===== src/rtl/frame_align_pkg.sv =====
// frame_align_pkg: shared FSM state type, counter widths and size helpers for the SOF frame aligner.
package frame_align_pkg;
    typedef enum logic [1:0] {SEARCH, SETTLE, LOCKED} fa_state_t;
    localparam int WRAP_W = 8;
    localparam int ERR_W = 16;
    function automatic int slip_width(input int max_slip);
        return (max_slip > 1) ? $clog2(max_slip) : 1;
    endfunction
    function automatic int mxsbits(input int mxio, input int word_size);
        return mxio * word_size;
    endfunction
    function automatic int hist_width(input int max_slip, input int word_size);
        return (2 * max_slip > max_slip + word_size) ? 2 * max_slip : max_slip + word_size;
    endfunction
endpackage


===== src/rtl/bitslip_delay.sv =====
// bitslip_delay: one DDR lane history with a slip-selected WORD_SIZE-bit frame window (bit 0 earliest).
module bitslip_delay import frame_align_pkg::*; #(
    parameter int WORD_SIZE = 8,
    parameter int MAX_SLIP = 16
) (
    input  logic fastclock,
    input  logic reset,
    input  logic d0,
    input  logic d1,
    input  logic [slip_width(MAX_SLIP)-1:0] slip,
    output logic [WORD_SIZE-1:0] window
);
    localparam int HW = hist_width(MAX_SLIP, WORD_SIZE);
    localparam int IW = $clog2(HW + 2);
    logic [HW-1:0] hist;
    logic [HW+1:0] full;
    // Newest bit (current d1) sits at index 0, so a larger index means an older bit
    assign full = {hist, d0, d1};
    // Shift both DDR bits in each cycle, d0 ahead of d1
    always_ff @(posedge fastclock)
        hist <= reset ? '0 : full[HW-1:0];
    for (genvar k = 0; k < WORD_SIZE; k++) begin : g_win
        assign window[k] = full[IW'(slip) + IW'(WORD_SIZE - 1 - k)];
    end
endmodule


===== src/rtl/sof_frame_aligner_fsm.sv =====
// sof_frame_aligner_fsm: slips S-bit lanes and SOF together until SOF lands on frame bit 0, with lock/unlock hysteresis.
// Define FRAME_ALIGNER_ERRCNT_EN to build the err_cnt/search_wraps statistics; otherwise both read 0.
module sof_frame_aligner_fsm import frame_align_pkg::*; #(
    parameter int MXIO = 8,
    parameter int WORD_SIZE = 8,
    parameter int MAX_SLIP = 16,
    parameter int LOCK_COUNT = 8,
    parameter int UNLOCK_COUNT = 4,
    parameter int SETTLE_FRAMES = 2
) (
    input  logic fastclock,
    input  logic reset,
    input  logic [MXIO-1:0] d0,
    input  logic [MXIO-1:0] d1,
    input  logic sof_d0,
    input  logic sof_d1,
    input  logic frame_strobe,
    input  logic mask,
    output logic [mxsbits(MXIO, WORD_SIZE)-1:0] sbits,
    output logic sbits_valid,
    output logic locked,
    output logic alignment_error,
    output logic [slip_width(MAX_SLIP)-1:0] slip,
    output logic [WRAP_W-1:0] search_wraps,
    output logic [ERR_W-1:0] err_cnt
);
    localparam int MXSBITS = mxsbits(MXIO, WORD_SIZE);
    localparam int SW = slip_width(MAX_SLIP);
    localparam int CW = $clog2((LOCK_COUNT > UNLOCK_COUNT ? LOCK_COUNT : UNLOCK_COUNT) + SETTLE_FRAMES + 1);
    fa_state_t state, state_nxt;
    logic [MXIO:0] all_d0, all_d1;
    logic [MXSBITS-1:0] data_win;
    logic [WORD_SIZE-1:0] sof_win;
    logic [CW-1:0] good_cnt, bad_cnt, settle_cnt;
    logic prev_last, good, slip_step, bad_locked;
    assign all_d0 = {sof_d0, d0};
    assign all_d1 = {sof_d1, d1};
    // SOF rides in the top lane so it is delayed exactly like the data
    for (genvar i = 0; i <= MXIO; i++) begin : g_lane
        logic [WORD_SIZE-1:0] w;
        bitslip_delay #(.WORD_SIZE(WORD_SIZE), .MAX_SLIP(MAX_SLIP)) u_slip (
            .fastclock(fastclock),
            .reset(reset),
            .d0(all_d0[i]),
            .d1(all_d1[i]),
            .slip(slip),
            .window(w)
        );
        if (i < MXIO) begin : g_data
            assign data_win[i*WORD_SIZE +: WORD_SIZE] = w;
        end else begin : g_sof
            assign sof_win = w;
        end
    end
    // A frame is good only when SOF opens it and did not close the previous one
    assign good = sof_win[0] & ~prev_last;
    // State register
    always_ff @(posedge fastclock)
        state <= reset ? SEARCH : state_nxt;
    // Next state, advanced only on frame strobes
    always_comb begin
        state_nxt = state;
        if (frame_strobe)
            unique case (state)
                SEARCH:  state_nxt = !good ? SETTLE : (good_cnt == CW'(LOCK_COUNT - 1)) ? LOCKED : SEARCH;
                SETTLE:  state_nxt = (settle_cnt == CW'(SETTLE_FRAMES - 1)) ? SEARCH : SETTLE;
                LOCKED:  state_nxt = (!good && bad_cnt == CW'(UNLOCK_COUNT - 1)) ? SEARCH : LOCKED;
                default: state_nxt = SEARCH;
            endcase
    end
    // State-decoded outputs and strobe-qualified events
    always_comb begin
        locked = state == LOCKED;
        slip_step = frame_strobe && state == SEARCH && !good;
        bad_locked = frame_strobe && state == LOCKED && !good;
    end
    // Hysteresis counters, slip and previous-frame SOF tail, all stepped per frame
    always_ff @(posedge fastclock)
        if (reset) begin
            good_cnt <= '0;
            bad_cnt <= '0;
            settle_cnt <= '0;
            slip <= '0;
            prev_last <= 1'b0;
        end else if (frame_strobe) begin
            prev_last <= sof_win[WORD_SIZE-1];
            good_cnt <= (state == SEARCH && state_nxt == SEARCH) ? good_cnt + 1'b1 : '0;
            bad_cnt <= (state == LOCKED && state_nxt == LOCKED && !good) ? bad_cnt + 1'b1 : '0;
            settle_cnt <= (state == SETTLE && state_nxt == SETTLE) ? settle_cnt + 1'b1 : '0;
            slip <= !slip_step ? slip : (slip == SW'(MAX_SLIP - 1)) ? '0 : slip + 1'b1;
        end
    // Registered frame outputs; data only passes while locked and unmasked
    always_ff @(posedge fastclock)
        if (reset) begin
            sbits <= '0;
            sbits_valid <= 1'b0;
            alignment_error <= 1'b0;
        end else begin
            sbits_valid <= frame_strobe;
            alignment_error <= bad_locked;
            sbits <= (mask || state_nxt != LOCKED) ? '0 : frame_strobe ? data_win : sbits;
        end
`ifdef FRAME_ALIGNER_ERRCNT_EN
    logic slip_wrap;
    assign slip_wrap = slip_step && slip == SW'(MAX_SLIP - 1);
    // Saturating statistics for the trigger cluster logic
    always_ff @(posedge fastclock)
        if (reset) begin
            err_cnt <= '0;
            search_wraps <= '0;
        end else begin
            if (bad_locked && err_cnt != '1) err_cnt <= err_cnt + 1'b1;
            if (slip_wrap && search_wraps != '1) search_wraps <= search_wraps + 1'b1;
        end
`else
    assign err_cnt = '0;
    assign search_wraps = '0;
`endif
endmodule


===== config.mk =====
export PLATFORM = sky130hd
export DESIGN_NAME = sof_frame_aligner_fsm
export DESIGN_NICKNAME = d
export VERILOG_FILES = /design/src/rtl/frame_align_pkg.sv /design/src/rtl/bitslip_delay.sv /design/src/rtl/sof_frame_aligner_fsm.sv
export SDC_FILE = /design/constraint.sdc
export NUM_CORES = 1
export LEC_CHECK = 0
export CAP_MARGIN = 5
export CORE_MARGIN = 2
export CORE_UTILIZATION = 55
export DETAILED_ROUTE_END_ITERATION = 7
export GPL_ROUTABILITY_DRIVEN = 0
export PLACE_DENSITY = 0.77
export SKIP_LAST_GASP = 1
export SYNTH_ARGS = -nofsm -noshare
export SYNTH_HDL_FRONTEND = slang
export SYNTH_SLANG_ARGS = --single-unit
export TNS_END_PERCENT = 1

===== constraint.sdc =====
create_clock -name fastclock -period 4.6 [get_ports fastclock]
set_clock_uncertainty 0.15 [all_clocks]
set_input_delay 1.15 -clock fastclock [delete_from_list [all_inputs] [get_ports fastclock]]
set_output_delay 1.15 -clock fastclock [all_outputs]
set_load 0.01 [all_outputs]

==> results of run 1 <==
==> worst register-to-register path, stage by stage (launching register included) <==
cell and delay, ps:
dfxtp_4 360, buf_12 420, ha_1 440, a21oi_1 100
xnor2_2 720, buf_4 380, mux4_2 330, nor2b_1 140
a211oi_1 500, nor4_2 70
==> power groups by stage <==
stage	clock network (mW)	registers [mW]	logic (mW)
3_5_place_dp	0	3.22	2.55
4_1_cts	3.53	3.16	2.56
5_1_grt	3.64	3.16	2.73
3_3_place_gp	0	3.22	2.51
2_1_floorplan	0	3.21	2.05
6_report	3.49	3.16	2.58
==> registers in the layout, indices dropped and copies added, names as in the netlist <==
register,cells
bad_cnt,4
alignment_error,1
prev_last,1
sbits,64
good_cnt,4
sbits_valid,1
state,2
slip,4
settle_cnt,4
g_lane.u_slip.hist,270
==> routing by layer <==
layer	vias up	share of wire, %	track usage, %
li1	6300	-	-
met4	2	4.1	11.74
met5	-	0.023	0
met2	1023	46	44.11
met3	181	13	7.527
met1	7730	38	41.24
==> through the flow <==
stage	util (%)	power, mW
2_1_floorplan	-	5.257
6_report	63.07	9.230
4_1_cts	63.06	9.248
3_3_place_gp	59.23	5.732
3_5_place_dp	59.23	5.773
5_1_grt	63.07	9.532
==> final timing paths <==
kind	start	end	slack [ps]	cells past startpoint
worst min register to register	g_lane[8].u_slip.hist[22]$_SDFF_PP0_	g_lane[8].u_slip.hist[24]$_SDFF_PP0_	310	1
worst max register to register	slip[1]$_SDFFE_PP0P_	sbits[12]$_SDFFE_PP0P_	830	9
worst max-delay path	slip[1]$_SDFFE_PP0P_	sbits[12]$_SDFFE_PP0P_	830	9
worst min-delay path	g_lane[8].u_slip.hist[22]$_SDFF_PP0_	g_lane[8].u_slip.hist[24]$_SDFF_PP0_	310	1
==> placed cells by master (no fill, tap or decap), types with 12 or more instances in the layout <==
master           count
dfxtp_1            351
buf_4               33
nor4_2              28
nand2_1             85
nand3_1             28
nor2_1              58
nor2b_1            296
a211oi_1            18
a21oi_1             37
conb_1              24
clkbuf_16           42
clkdlybuf4s50_1     90
ha_1                12
nor3_1              33
mux4_2             373
mux2i_1             35
==> area by class of cell <==
| class | count | area, um2 | area share (%) |
|---|---|---|---|
| inverters | 9 | 33.78 | 0.1422 |
| flip-flops and latches | 355 | 7117 | 29.96 |
| clock inverters | 17 | 266.5 | 1.122 |
| repair buffers | 131 | 1287 | 5.419 |
| multi-input cells | 1117 | 13230 | 55.71 |
| clock buffers | 54 | 1176 | 4.951 |
| well taps | 511 | 639.4 | 2.691 |
| diodes | 1 | 2.502 | 0.01053 |
==> logic make-up (layout without fill, tap and decap cells) <==
kind of cell	after synthesis	after routing	synth area share, %
xor+xnor	14	14	0.6179
compound gates	95	95	3.208
flops	355	355	33.75
buf+inv	189	211	4.432
mux	410	410	41.66
other cells	1	25	0.01781
fa+ha+maj	13	13	0.7724
simple gates	561	561	15.55
==> flow_metrics.env, run 1 <==
export IMPL_outcome="completed"
export IMPL_crit_type="reg2reg"
export IMPL_layout_min_cycle_time_ps=3771
export IMPL_critical_path_top_delay_family="buffers and inverters"
export IMPL_worstPathCellList="buf_12 > ha_1 > a21oi_1 > xnor2_2 > buf_4 > mux4_2 > nor2b_1 > a211oi_1 > nor4_2"
export IMPL_worstSkewPairLatency_ps=550
export IMPL_drtIter0Drc=1762
export IMPL_netlist_top_cells_area="mux4_2 40%, dfxtp_1 34%, nor2b_1 8.8%, mux2i_1 1.7%, nor4_2 1.7%"
export IMPL_internal_power_mw=6.470
export IMPL_synth_distinct_cells=47
export IMPL_cts_sinks=355
export IMPL_nets=1688
export IMPL_pwr_share_clk_pct=37.8
export IMPL_final_setup_viol_count=0
export IMPL_drv_slew=0
export IMPL_drv_cap=0
export IMPL_setup_slack_ps=829.2
export IMPL_rsz0062_at_grt="no"
export IMPL_seqPwrFrac_pct=34.2
export IMPL_ys_ff_latch=355
export IMPL_finalHoldViolCount=0
export IMPL_fp_dieArea_mm2=0.03987
export IMPL_std_cell_rows=71
export IMPL_slew_headroom_pct=29.72
export IMPL_track_usage_pct=29.42
export IMPL_cp_max_fo=95
export IMPL_arrival_ps=4020
export IMPL_place_hpwl_um=37920
export IMPL_die_y_um=199.7
export IMPL_postCtsSetupRepairBufs=0
export IMPL_dieWidth_um=199.7
export IMPL_yosysMostFrequentCell="mux4_2"
export IMPL_drtPass1Iterations=6
export IMPL_worst_path_largest_cell_delay_ps=720
export IMPL_p_sw_share_pct=29.90
export IMPL_fin_hold_ws_ps=310.1
export IMPL_cts_repair_resize_count=0
export IMPL_worst_ep_required_time_ps=4840
export IMPL_drc=0
export IMPL_combPwrFrac_pct=27.9
export IMPL_io_pins=117
export IMPL_antenna_found_initial=2
export IMPL_synth_top_area_share_pct=39.89
export IMPL_grt_pass1_vias=14741
export IMPL_syn_inst=1638
export IMPL_synth_avg_cell_area_um2=12.86
export IMPL_fill_cells=2811
export IMPL_wire_per_inst_um=26.08
export IMPL_netSwitchingPower_mw=2.759
export IMPL_p_leak_nw=7.832
export IMPL_async_reset_ff_share_pct=0
export IMPL_yosys_area_top_type="mux4_2"
export IMPL_end_kind="register"
export IMPL_max_freq_mhz=265.2
export IMPL_dpl_worst_slack_ps=477.5
export IMPL_placed_area_mm2=0.02231
export IMPL_cp_slowest_cell="xnor2_2"
export IMPL_cts_buffers=39
export IMPL_ys_seq_area_share_pct=33.75
export IMPL_routed_wl_um=57250
export IMPL_coreArea_mm2=0.03767
export IMPL_tightest_slew_ps=1049
export IMPL_drive_above_1_share_pct=31.73
export IMPL_initial_core_util_pct=55.91
export IMPL_root_buffer="clkbuf_16"
export IMPL_area_delta_synth_final_pct=12.80
export IMPL_ir_drop_mv=0.3149
export IMPL_fin_cells=2195
export IMPL_cts_htree_levels=2
export IMPL_portBuffers=92
export IMPL_ys_warnings_count=0
export IMPL_syn_cell_area_mm2=0.02106
export IMPL_final_antenna_net_count=0
export IMPL_grt_max_degree=174
export IMPL_dp_cells=2123
export IMPL_clk_pin_slew_ps=60
export IMPL_cp_start_kind="register"
export IMPL_clk_path_buf_depth=3
export IMPL_powerDensity_mw_per_mm2=388.5
export IMPL_hold_class="reg2reg"
export IMPL_finalSetupTns_ps=0
export IMPL_grt_pass1_wl_um=88300
export IMPL_synth_common_cells="373 x mux4_2, 355 x dfxtp_1, 296 x nor2b_1"
export IMPL_synth_ff_type="dfxtp_1"
export IMPL_synth_edf_count=0
export IMPL_viasPerCell=6.941
export IMPL_dr_total_vias=15236
export IMPL_grt_overflow_total=0
export IMPL_period_share_pct=81.97
export IMPL_path_buf_inv=2
export IMPL_final_cell_area_mm2=0.02376
export IMPL_cts_tree="yes"
export IMPL_cts_hold_buffers=0
No activity file was read; power rests on OpenSTA's default activity.
==> run 2: changes to the inputs <==
- CORE_UTILIZATION: 55 -> 59
- PLACE_DENSITY: 0.77 -> 0.79
- clock period: 4.6 -> 3.5 ns (I/O delays scaled with it)
==> flow_metrics.env, run 2 (same netlist as run 1, synthesis figures left out) <==
export IMPL_cts_buffers=39
export IMPL_slew_headroom_pct=40.72
export IMPL_antenna_found_initial=0
export IMPL_clk_pin_slew_ps=60
export IMPL_std_cell_rows=69
export IMPL_nets=1710
export IMPL_grt_use_met2_pct=48.44
export IMPL_cts_htree_levels=2
export IMPL_coreArea_mm2=0.03540
export IMPL_grt_overflow_total=0
export IMPL_ir_drop_mv=1.062
export IMPL_worstSkewPairLatency_ps=540
export IMPL_die_y_um=192.9
export IMPL_portBuffers=92
export IMPL_hold_class="reg2reg"
export IMPL_rsz0062_at_grt="no"
export IMPL_max_freq_mhz=292.6
export IMPL_grt_util_met3_pct=8.507
export IMPL_crit_type="reg2reg"
export IMPL_cts_repair_resize_count=0
export IMPL_routed_wl_um=57400
export IMPL_initial_core_util_pct=59.50
export IMPL_top_regs="g_lane.u_slip.hist: 270 flops, sbits: 64 flops"
export IMPL_end_kind="register"
export IMPL_track_usage_pct=31.31
export IMPL_final_antenna_net_count=0
export IMPL_drv_slew=0
export IMPL_fp_dieArea_mm2=0.03722
export IMPL_worst_ep_required_time_ps=3760
export IMPL_largest_reg_flops=270
export IMPL_grt_use_met1_pct=42.61
export IMPL_clk_path_buf_depth=3
export IMPL_wire_per_inst_um=26.52
export IMPL_grt_pass1_wl_um=88090
export IMPL_cts_hold_buffers=0
export IMPL_outcome="completed"
export IMPL_cp_start_kind="register"
export IMPL_fin_util_pct=67.83
export IMPL_n_antenna_cell=0
export IMPL_period_share_pct=97.65
export IMPL_viasPerCell=7.035
export IMPL_p_leak_nw=7.961
export IMPL_grt_max_degree=142
export IMPL_dieWidth_um=192.9
export IMPL_fin_hold_ws_ps=311.5
export IMPL_powerDensity_mw_per_mm2=500.3
export IMPL_finalSetupTns_ps=0
export IMPL_arrival_ps=3680
export IMPL_tightest_slew_ps=887.1
export IMPL_final_setup_viol_count=0
export IMPL_grt_pass1_vias=14857
export IMPL_cts_sinks=355
export IMPL_drtIter0Drc=1811
export IMPL_finalHoldViolCount=0
export IMPL_cp_max_fo=89
export IMPL_postCtsSetupRepairBufs=0
export IMPL_cts_tree="yes"
export IMPL_grt_busiest_layer="met2"
export IMPL_layout_common_cells="373 x mux4_2, 351 x dfxtp_1, 296 x nor2b_1"
export IMPL_drive_above_1_share_pct=32.88
export IMPL_root_buffer="clkbuf_16"
export IMPL_drtPass1Iterations=7
export IMPL_final_common_cell="mux4_2"
export IMPL_area_delta_synth_final_pct=14.00
export IMPL_dr_total_vias=15223
export IMPL_drc=0
export IMPL_layout_min_cycle_time_ps=3418
export IMPL_drv_cap=0
export IMPL_place_hpwl_um=38080
export IMPL_io_pins=117
export IMPL_regMostFlops="g_lane.u_slip.hist"
run 2: changes by cell type in the layout (fill, tap and decap cells not counted), moves of 2 or more:
cell       before  now
buf_4          33   40
clkbuf_8        9   11
inv_6           0    2
bufinv_16       7    3
nand2_1        85   83
xnor2_4         0    2
buf_12          6   21
xnor2_2         5    3
nor3_1         33   31
a2111oi_2       2    0
nor3_2          0    2
a2111oi_4       1    3
nand2_2         0    2
run 2: final cells by class:
| class | instances | area (um2) |
|---|---|---|
| Inverter | 9 | 33.78 |
| Fill cell | 2406 | 11390 |
| Sequential cell | 355 | 7117 |
| Multi-Input combinational cell | 1117 | 13300 |
| Tap cell | 461 | 576.8 |
| Clock buffer | 55 | 1179 |
| Clock inverter | 14 | 161.4 |
| Timing Repair Buffer | 153 | 1640 |
run 2: through the flow:
step	cell area (um2)	instances	setup WS, ps	total power, mW
final	24010	2164	82.09	12.01
after global routing	24010	2164	34.23	12.42
after CTS	24010	2164	121.7	12.04
after detailed placement	22670	2095	-22.32	7.788
after global placement	22670	2095	50.54	7.710
after floorplan	21340	1661	-85.14	7.029
run 2: worst max-delay path, stage by stage, from the launching register on:
cell and delay [ps]:
dfxtp_4 360, inv_1 130, ha_4 430, buf_12 420, mux4_2 440, mux4_2 500
nor2b_1 150, a211oi_1 510, nor4_2 100
run 2: final timing paths:
path / startpoint / end / slack (ps) / cells past startpoint
worst max-delay path: slip[1]$_SDFFE_PP0P_ / sbits[36]$_SDFFE_PP0P_ / 80 / 8
worst min-delay path: g_lane[8].u_slip.hist[26]$_SDFF_PP0_ / g_lane[8].u_slip.hist[28]$_SDFF_PP0_ / 310 / 1
worst max register to register: slip[1]$_SDFFE_PP0P_ / sbits[36]$_SDFFE_PP0P_ / 80 / 8
worst min register to register: g_lane[8].u_slip.hist[26]$_SDFF_PP0_ / g_lane[8].u_slip.hist[28]$_SDFF_PP0_ / 310 / 1
run 2: report_power, final:
group | internal [mW] | leakage (nW) | switching (mW)
registers | 4.09 | 2.87 | 0.0572
clock network | 2.57 | 0.667 | 1.69
logic | 1.67 | 4.42 | 1.93
total | 8.33 | 7.96 | 3.68
run 2: per-layer routing:
metal,up-vias,part of all wire (%)
li1,6344,-
met5,-,0
met4,0,4.1
met2,970,46
met1,7721,38
met3,188,12
==> run 3: changes to the inputs <==
==> constraint.sdc (replaced) <==
create_clock -name fastclock -period 3.5 [get_ports fastclock]
set_clock_uncertainty 0.15 [all_clocks]
set_input_delay 0.7 -clock fastclock [delete_from_list [all_inputs] [get_ports fastclock]]
set_output_delay 0.7 -clock fastclock [all_outputs]
set_load 0.01 [all_outputs]
==> flow_metrics.env, run 3 (same netlist as run 1, synthesis figures left out) <==
export IMPL_antenna_found_initial=1
export IMPL_final_setup_viol_count=0
export IMPL_initial_core_util_pct=59.50
export IMPL_dpl_worst_slack_ps=60.78
export IMPL_finalHoldViolCount=0
export IMPL_fp_dieArea_mm2=0.03722
export IMPL_p_leak_nw=7.872
export IMPL_dr_total_vias=15207
export IMPL_critPathMostFrequentCell="buf_4"
export IMPL_drv_slew=0
export IMPL_outcome="completed"
export IMPL_coreArea_mm2=0.03540
export IMPL_cts_sinks=355
export IMPL_cp_max_fo=11
export IMPL_portBuffers=92
export IMPL_period_share_pct=99.01
export IMPL_worst_r2r_setup_slack_ps=30
export IMPL_rsz0062_at_grt="no"
export IMPL_pwr_share_clk_pct=34.3
export IMPL_fin_cells=2163
export IMPL_grt_pass1_vias=14757
export IMPL_cts_buffers=38
export IMPL_worstPathCellList="buf_4 > buf_4 > ha_1 > nand2_1 > xnor2_1 > nand2_1 > o22ai_1 > a311oi_1 > buf_4 > nor4_2"
export IMPL_dp_cells=2095
export IMPL_area_delta_synth_final_pct=13.21
export IMPL_io_pins=117
export IMPL_path_buf_inv=3
export IMPL_combPwrFrac_pct=30.2
export IMPL_n_antenna_cell=0
export IMPL_cts_htree_levels=2
export IMPL_worst_path_largest_cell_delay_ps=560
export IMPL_setup_slack_ps=34.52
export IMPL_wire_per_inst_um=26.18
export IMPL_cts_hold_buffers=0
export IMPL_hold_class="reg2reg"
export IMPL_slew_headroom_pct=38.66
export IMPL_std_cell_rows=69
export IMPL_ir_drop_mv=0.7325
export IMPL_layout_common_cells="373 x mux4_2, 351 x dfxtp_1, 296 x nor2b_1"
export IMPL_top_regs="g_lane.u_slip.hist: 270 flops, sbits: 64 flops"
export IMPL_netSwitchingPower_mw=3.629
export IMPL_end_kind="register"
export IMPL_finalSetupTns_ps=0
export IMPL_postCtsSetupRepairBufs=0
export IMPL_routed_wl_um=56620
export IMPL_drtIter0Drc=1518
export IMPL_grt_pass1_wl_um=87770
export IMPL_min_delay_start="g_lane[8].u_slip.hist[23]$_SDFF_PP0_"
export IMPL_powerDensity_mw_per_mm2=490.4
export IMPL_largest_reg_flops=270
export IMPL_fin_util_pct=67.36
export IMPL_clk_pin_slew_ps=70
export IMPL_drive_above_1_share_pct=32.55
export IMPL_max_freq_mhz=288.6
export IMPL_cp_slowest_cell="nand2_1"
export IMPL_grt_overflow_total=0
export IMPL_root_buffer="clkbuf_16"
export IMPL_p_sw_share_pct=31.04
export IMPL_final_antenna_net_count=0
export IMPL_cts_tree="yes"
export IMPL_timing_rr_end="sbits[46]$_SDFFE_PP0P_"
export IMPL_clk_path_buf_depth=3
export IMPL_final_cell_area_mm2=0.02384
export IMPL_drv_cap=0
export IMPL_viasPerCell=7.031
export IMPL_crit_type="reg2reg"
export IMPL_die_y_um=192.9
export IMPL_track_usage_pct=31.38
export IMPL_regMostFlops="g_lane.u_slip.hist"
export IMPL_worstHoldEndpoint="g_lane[8].u_slip.hist[25]$_SDFF_PP0_"
export IMPL_cts_repair_resize_count=0
export IMPL_internal_power_mw=8.064
export IMPL_fin_hold_ws_ps=307.1
export IMPL_dieWidth_um=192.9
export IMPL_critical_path_top_delay_family="buffers and inverters"
export IMPL_reg2reg_from="slip[2]$_SDFFE_PP0P_"
export IMPL_placed_area_mm2=0.02259
export IMPL_grt_max_degree=183
export IMPL_drc=0
export IMPL_drtPass1Iterations=5
export IMPL_place_hpwl_um=37400
export IMPL_cp_start_kind="register"
export IMPL_finalPower_mw=11.69
export IMPL_tightest_slew_ps=917.9
export IMPL_worstSkewPairLatency_ps=550
export IMPL_nets=1709
export IMPL_layout_min_cycle_time_ps=3465
export IMPL_fill_cells=2502
export IMPL_hold_depth=1
export IMPL_final_common_cell="mux4_2"
export IMPL_arrival_ps=3750
export IMPL_seqPwrFrac_pct=35.5
export IMPL_worst_ep_required_time_ps=3790
export IMPL_ff2ff_path_depth=10
run 3: worst max path at each step:
stage | end | startpoint | depth (start not counted) | slack, ps
finish | sbits[46]$_SDFFE_PP0P_ | slip[2]$_SDFFE_PP0P_ | 10 | 30
global route | sbits[46]$_SDFFE_PP0P_ | slip[2]$_SDFFE_PP0P_ | 10 | 8
CTS | sbits[44]$_SDFFE_PP0P_ | slip[1]$_SDFFE_PP0P_ | 9 | 160
detailed placement | sbits[13]$_SDFFE_PP0P_ | sof_d0 | 8 | 60
global placement | sbits[7]$_SDFFE_PP0P_ | sof_d1 | 8 | 130
floorplan | sbits[3]$_SDFFE_PP0P_ | slip[0]$_SDFFE_PP0P_ | 17 | -90
run 3: worst register-to-register path: stages (launching register included):
cell and delay (ps):
dfxtp_2 330, buf_4 350, buf_4 340, ha_1 330
nand2_1 140, xnor2_1 200, nand2_1 560, o22ai_1 220
a311oi_1 470, buf_4 230, nor4_2 50
run 3: layout make-up:
class | count | area [um2] | share of cell area (%)
repair buffers | 153 | 1565 | 6.565
clock buffers | 55 | 1129 | 4.734
well taps | 461 | 576.8 | 2.419
flip-flops and latches | 355 | 7117 | 29.85
multi-input cells | 1117 | 13300 | 55.79
clock inverters | 13 | 118.9 | 0.4986
inverters | 9 | 33.78 | 0.1417
run 3: power by group through the flow:
stage / Sequential, mW / Clock, mW / Combinational, mW
after floorplan: 4.22 / 0 / 2.81
after global placement: 4.23 / 0 / 3.44
after detailed placement: 4.23 / 0 / 3.50
after CTS: 4.15 / 4.07 / 3.51
after global routing: 4.15 / 4.23 / 3.74
final: 4.15 / 4.01 / 3.53
run 3: per-layer routing:
| layer | vias up | global-route usage (%) | wire length, um |
|---|---|---|---|
| li1 | 6365 | - | - |
| met1 | 7729 | 42.17 | 21230 |
| met2 | 959 | 47.84 | 26380 |
| met3 | 152 | 10.97 | 7020 |
| met4 | 2 | 11.04 | 1975 |
| met5 | - | 0 | 13 |
